$ cat src/rtl/switch_debouncer.sv
// Multi-channel switch debouncer with press/release pulses and a
// lowest-index-first queue of pending press events.
module switch_debouncer #(
  parameter  int WIDTH           = 16,
  parameter  int DEBOUNCE_CYCLES = 20,
  localparam int IDX_W           = (WIDTH > 1) ? $clog2(WIDTH) : 1,
  localparam int CNT_W           = $clog2(DEBOUNCE_CYCLES) + 1
) (
  input  logic             clk_i,
  input  logic             rst_i,
  input  logic [WIDTH-1:0] raw_i,
  output logic [WIDTH-1:0] stable_o,
  output logic [WIDTH-1:0] press_o,
  output logic [WIDTH-1:0] release_o,
  output logic             key_valid_o,
  output logic [IDX_W-1:0] key_idx_o
);

  logic [WIDTH-1:0] meta;
  logic [WIDTH-1:0] sync;
  logic [WIDTH-1:0] stable_q;
  logic [WIDTH-1:0] press_q;
  logic [WIDTH-1:0] release_q;
  logic [WIDTH-1:0] pending;
  logic [WIDTH-1:0] toggle;
  logic [WIDTH-1:0] serve;
  logic [CNT_W-1:0] cnt [WIDTH];
  logic [IDX_W-1:0] low_idx;

  // Two-flop synchronizer for the asynchronous switch inputs.
  always_ff @(posedge clk_i) begin
    // NOTE: sequential state uses non-blocking assignments so every flop
    // samples pre-edge values regardless of statement order.
    if (rst_i) begin
      meta <= '0;
      sync <= '0;
    end else begin
      meta <= raw_i;
      sync <= meta;
    end
  end

  // A channel toggles on the edge where its mismatch run reaches full length.
  always_comb begin
    // NOTE: every combinational output gets a default first, so no path
    // through the block can leave it unassigned and infer a latch.
    toggle = '0;
    for (int i = 0; i < WIDTH; i++) begin
      toggle[i] = (sync[i] != stable_q[i]) &&
                  (cnt[i] == CNT_W'(DEBOUNCE_CYCLES - 1));
    end
  end

  // Per-channel mismatch run-length counters.
  always_ff @(posedge clk_i) begin
    // NOTE: the counter array is reset explicitly; a count surviving reset
    // would let pre-reset bounce history complete a debounce afterwards.
    if (rst_i) begin
      for (int i = 0; i < WIDTH; i++) cnt[i] <= '0;
    end else begin
      for (int i = 0; i < WIDTH; i++) begin
        if (sync[i] == stable_q[i] || toggle[i]) cnt[i] <= '0;
        else                                     cnt[i] <= cnt[i] + 1'b1;
      end
    end
  end

  // Debounced level plus registered edge pulses aligned with the new level.
  always_ff @(posedge clk_i) begin
    if (rst_i) begin
      stable_q  <= '0;
      press_q   <= '0;
      release_q <= '0;
    end else begin
      stable_q  <= stable_q ^ toggle;
      press_q   <= toggle & ~stable_q;
      release_q <= toggle & stable_q;
    end
  end

  // Lowest pending channel: one-hot serve mask and its binary index.
  always_comb begin
    serve   = pending & (~pending + 1'b1);
    low_idx = '0;
    for (int i = WIDTH - 1; i >= 0; i--) begin
      if (pending[i]) low_idx = IDX_W'(i);
    end
  end

  // Pending press mask; a new press wins over a same-edge serve of that bit.
  always_ff @(posedge clk_i) begin
    if (rst_i) pending <= '0;
    else       pending <= (pending & ~serve) | press_q;
  end

  assign stable_o    = stable_q;
  assign press_o     = press_q;
  assign release_o   = release_q;
  assign key_valid_o = |pending;
  assign key_idx_o   = low_idx;

endmodule

$ cat config.mk
export PLATFORM = sky130hd
export DESIGN_NAME = switch_debouncer
export DESIGN_NICKNAME = d
export VERILOG_FILES = /design/src/rtl/switch_debouncer.sv
export SDC_FILE = /design/constraint.sdc
export NUM_CORES = 1
export LEC_CHECK = 0
export CAP_MARGIN = 30
export CORE_ASPECT_RATIO = 0.8
export CORE_UTILIZATION = 30
export CTS_CLUSTER_DIAMETER = 50
export DETAILED_ROUTE_END_ITERATION = 6
export GPL_TIMING_DRIVEN = 0
export MAX_ROUTING_LAYER = met4
export PLACE_DENSITY_LB_ADDON = 0.2
export SLEW_MARGIN = 20
export SYNTH_ARGS = -nofsm -noshare
export SYNTH_HDL_FRONTEND = slang
export SYNTH_SLANG_ARGS = --single-unit
$ cat constraint.sdc
create_clock -name clk_i -period 2 [get_ports clk_i]
set_input_delay 0.2 -clock clk_i [delete_from_list [all_inputs] [get_ports clk_i]]
set_output_delay 0.2 -clock clk_i [all_outputs]
set_load 0.02 [all_outputs]
==> metrics.md <==
| Metric | Value |
|---|---|
| Largest cells by area after synthesis | `edfxtp_1 37%, dfxtp_1 24%, nor2_1 5.9%` |
| Slew @ Worst Pin | `about 0.79 ns` |
| Final worst path period need | `between 2 and 2.5 ns` |
| Cell taking the most area after synthesis | `edfxtp_1` |
| Cts bufs inserted | `17` |
| First-pass GRT wire length | `around 26000 um` |
| Worst reg2reg path depth | `5` |
| Initial Util | `~31%` |
| WHS Path Cells | `4` |
| VDD IR max | `0.5245 mV` |
| CP Capture Type | `output pin` |
| CP Data Arrival Time | `between 1.5 and 2 ns` |
| Vias per inst | `~4.2` |
| Antenna Cells | `0` |
| DR iter-0 viols | `between 200 and 300` |
| Worst path bufs/invs | `1` |
| Final Cycle Share | `101.9%` |
| WHS | `about 0.27 ns` |
| Slew Limit Headroom | `between 40% and 50%` |
| Placed Instances | `1229` |
| Most common library cell in the layout ignoring fill and taps | `nor2_1` |
| Violated checks | `setup timing` |
| Clk sink count | `192` |
| Fmax | `0.4908 GHz` |
| Area share of the leading cell type in the synthesized netlist | `between 30% and 40%` |
| Power per cell area | `roughly 800 mW/mm^2` |
| Root Buffer | `clkbuf_16` |
| Distinct cells, synth | `38` |
| Final Hold Fails | `0` |
| H-Tree Depth | `4` |
| Vias in the first global route | `5053` |
| Max Clock Skew | `0.006637 ns` |
| Met3 Wirelength | `789 um` |
| Synth Area per Inst | `11.02 um^2` |
| Top_reg_cell synth | `edfxtp_1` |
| Die X | `between 150 and 200 um` |
| Clock transition at path regs | `about 0.07 ns` |
| Layout cell share with drive strength beyond 1 | `approximately 6.7%` |
| Count of input and output buffers | `about 70` |
| Post-DP HPWL | `between 10000 and 15000 um` |
| Seq/Total Area, Yosys | `between 60% and 70%` |
| CP max stage cell | `or4_4` |
| Die area | `between 0.02 and 0.03 mm^2` |
| CP Max Fanout | `4` |
| Core Box Area | `between 0.02 and 0.03 mm^2` |
| CP required | `~1.8 ns` |
| YS warnings | `0` |
| Critical path's largest stage delay | `0.54 ns` |
| Post-Syn Area | `~0.0079 mm^2` |
| Detail Route Antenna Nets | `0` |
| WHS Endpoint | `press_o[9]` |
| Antenna violations before repair | `0` |
| Final Setup Violations | `1` |
| CP cell instances | `or4_4, or3_4, buf_6` |
| Post-Place Setup Slack | `-0.1420 ns` |
| Met2 wire len | `slightly below 7000 um` |
| Yosys reg bits | `roughly 190` |
| Status | `finished, violations left` |
| Detailed-route DRC error count | `0` |
| Reg2reg end | `cnt[0][47]` |
| Final nets | `roughly 940` |
| Final estimated routing congestion in global placement | `between 0.7 and 0.8` |
| IO Pins | `slightly above 70` |
| Overflow after GRT | `0` |
| Hold path start | `rst_i` |
| Slew Viols, Final | `0` |
| Height of the die | `around 150 um` |
| Area growth, synth to finish | `27.55%` |
| Worst hold path type | `in -> reg` |
| Post-synth EDFFs | `between 90 and 100` |
| RSZ-0062 raised after global routing | `yes` |
| Post-synth ARST share | `0%` |
| Row count | `between 50 and 60` |
| Synth Instances | `between 700 and 800` |
| Final Core Density | `between 30 and 40%` |
| Max_cap viols | `0` |
| WS Path Type | `reg -> out` |
| Largest net degree at the start of global routing | `17` |
| Met1 wire length | `8275 um` |
| Hold_buf cts | `0` |
| Tot GR Track Use | `13.17%` |
| Non-Filler Instances | `about 1300` |
| Reg2reg setup slack | `just under 0.3 ns` |
| Clk_lat worst skew | `0.43 ns` |
| Routed WL per cell | `12.74 um` |
| Final setup margin | `-0.03756 ns` |
| CTS max path bufs | `2` |
| CTS tree | `done` |
| Most frequent cells in the layout | `122 x nor2_1, 96 x edfxtp_1, 96 x conb_1` |
| Cell family with most CP delay | `simple AND/OR/NAND/NOR gates` |
| Crit Reg-Reg Startpoint | `cnt[0][42]` |
| Via count | `5314` |
| 1st-pass router iterations | `4` |
| Drt total wl | `roughly 16000 um` |
| DR top layer | `met4` |
| Startpoint Class | `flop` |
| LEAKAGE | `between 3 and 4 nW` |
-- synthesized netlist by cell type (3+ instances only) --
master    instances
nor2_1          124
dfxtp_1          96
edfxtp_1         96
nand2_1          53
xor2_1           46
nand3_1          45
nor2b_1          33
nor4b_1          29
a21oi_1          28
xnor2_1          26
and3_1           20
nor3_1           18
nand2b_1         17
ha_1             16
inv_1            10
mux2i_1           9
and2_1            7
clkbuf_1          6
o21ai_0           6
buf_1             5
a211oi_1          3
or2_2             3
or3_1             3
-- worst max-delay path by stage --
stage	to	cells past startpoint	slack, ns	from
after floorplan	key_valid_o	2	0.45	pending[12]
after global placement	key_valid_o	4	-0.16	pending[3]
after detailed placement	key_valid_o	4	-0.14	pending[3]
after CTS	key_valid_o	3	-0.07	pending[14]
after global routing	key_valid_o	3	-0.1	pending[13]
final	key_valid_o	3	-0.04	pending[14]
-- worst register-to-register path, delay by kind of cell, from the launching register on --
family	cells	cell delay [ns]
AND/OR/NAND/NOR	4	0.85
flip-flops	1	0.41
adder cells (fa/ha/maj)	1	0.22
-- report_power, final --
| part | switching, W | internal (W) | leakage (nW) |
|---|---|---|---|
| Clock | 0.00151 | 0.00193 | 0.306 |
| Sequential | 0.0000940 | 0.00424 | 1.77 |
| Combinational | 0.000172 | 0.000129 | 1.67 |
| Total | 0.00177 | 0.00631 | 3.75 |
-- state kept, by name, indices dropped and copies added (netlist names), named ones only --
| name | count |
|---|---|
| cnt | 96 |
| meta | 16 |
| pending | 16 |
| press_o | 16 |
| release_o | 16 |
| sync | 16 |
-- repair_timing --
action                     4_1_cts  5_1_grt
buffers inserted                 5        1
pin swaps                        3        3
setup endpoints to repair        5        4
gates cloned                     0        0
gates resized for setup         36        6
-- metrics by stage --
| step | TNS (ns) | power (W) | cell area, um^2 |
|---|---|---|---|
| 4_1_cts | -0.1032 | 0.008202 | 10020 |
| 3_5_place_dp | -0.1977 | 0.004729 | 9358 |
| 5_1_grt | -0.1934 | 0.008396 | 10040 |
| 2_1_floorplan | 0 | 0.004606 | 8228 |
| 6_report | -0.03756 | 0.008079 | 10040 |
| 3_3_place_gp | -0.2312 | 0.004725 | 9358 |
-- kinds of logic (layout without fill, tap and decap cells) --
group / Yosys count / in the layout / synth area share, %
AO/OA/AOI/OAI: 44 / 44 / 3.195
XOR/XNOR: 72 / 72 / 8.012
adder cells (fa/ha/maj): 16 / 16 / 2.543
buffers and inverters: 22 / 129 / 1.065
flip-flops: 192 / 192 / 61.04
multiplexers: 9 / 9 / 1.145
other: 1 / 96 / 0.04764
AND/OR/NAND/NOR: 358 / 358 / 22.95
-- metal layers --
| metal | up-vias | track usage (%) |
|---|---|---|
| met4 | 0 | 3.625 |
| li1 | 2776 | - |
| met5 | - | - |
| met1 | 2456 | 17.80 |
| met2 | 73 | 19.20 |
| met3 | 9 | 3.743 |
-- final cells by class --
cell class | instances | area (um^2)
Clock buffer | 23 | 543.0
Timing Repair Buffer | 75 | 725.7
Tap cell | 351 | 439.2
Clock inverter | 9 | 60.06
Inverter | 10 | 37.54
Sequential cell | 192 | 4816
Fill cell | 2615 | 15460
Buffer | 12 | 46.29
Multi-Input combinational cell | 595 | 3372
No activity file was read; power rests on OpenSTA's default activity.
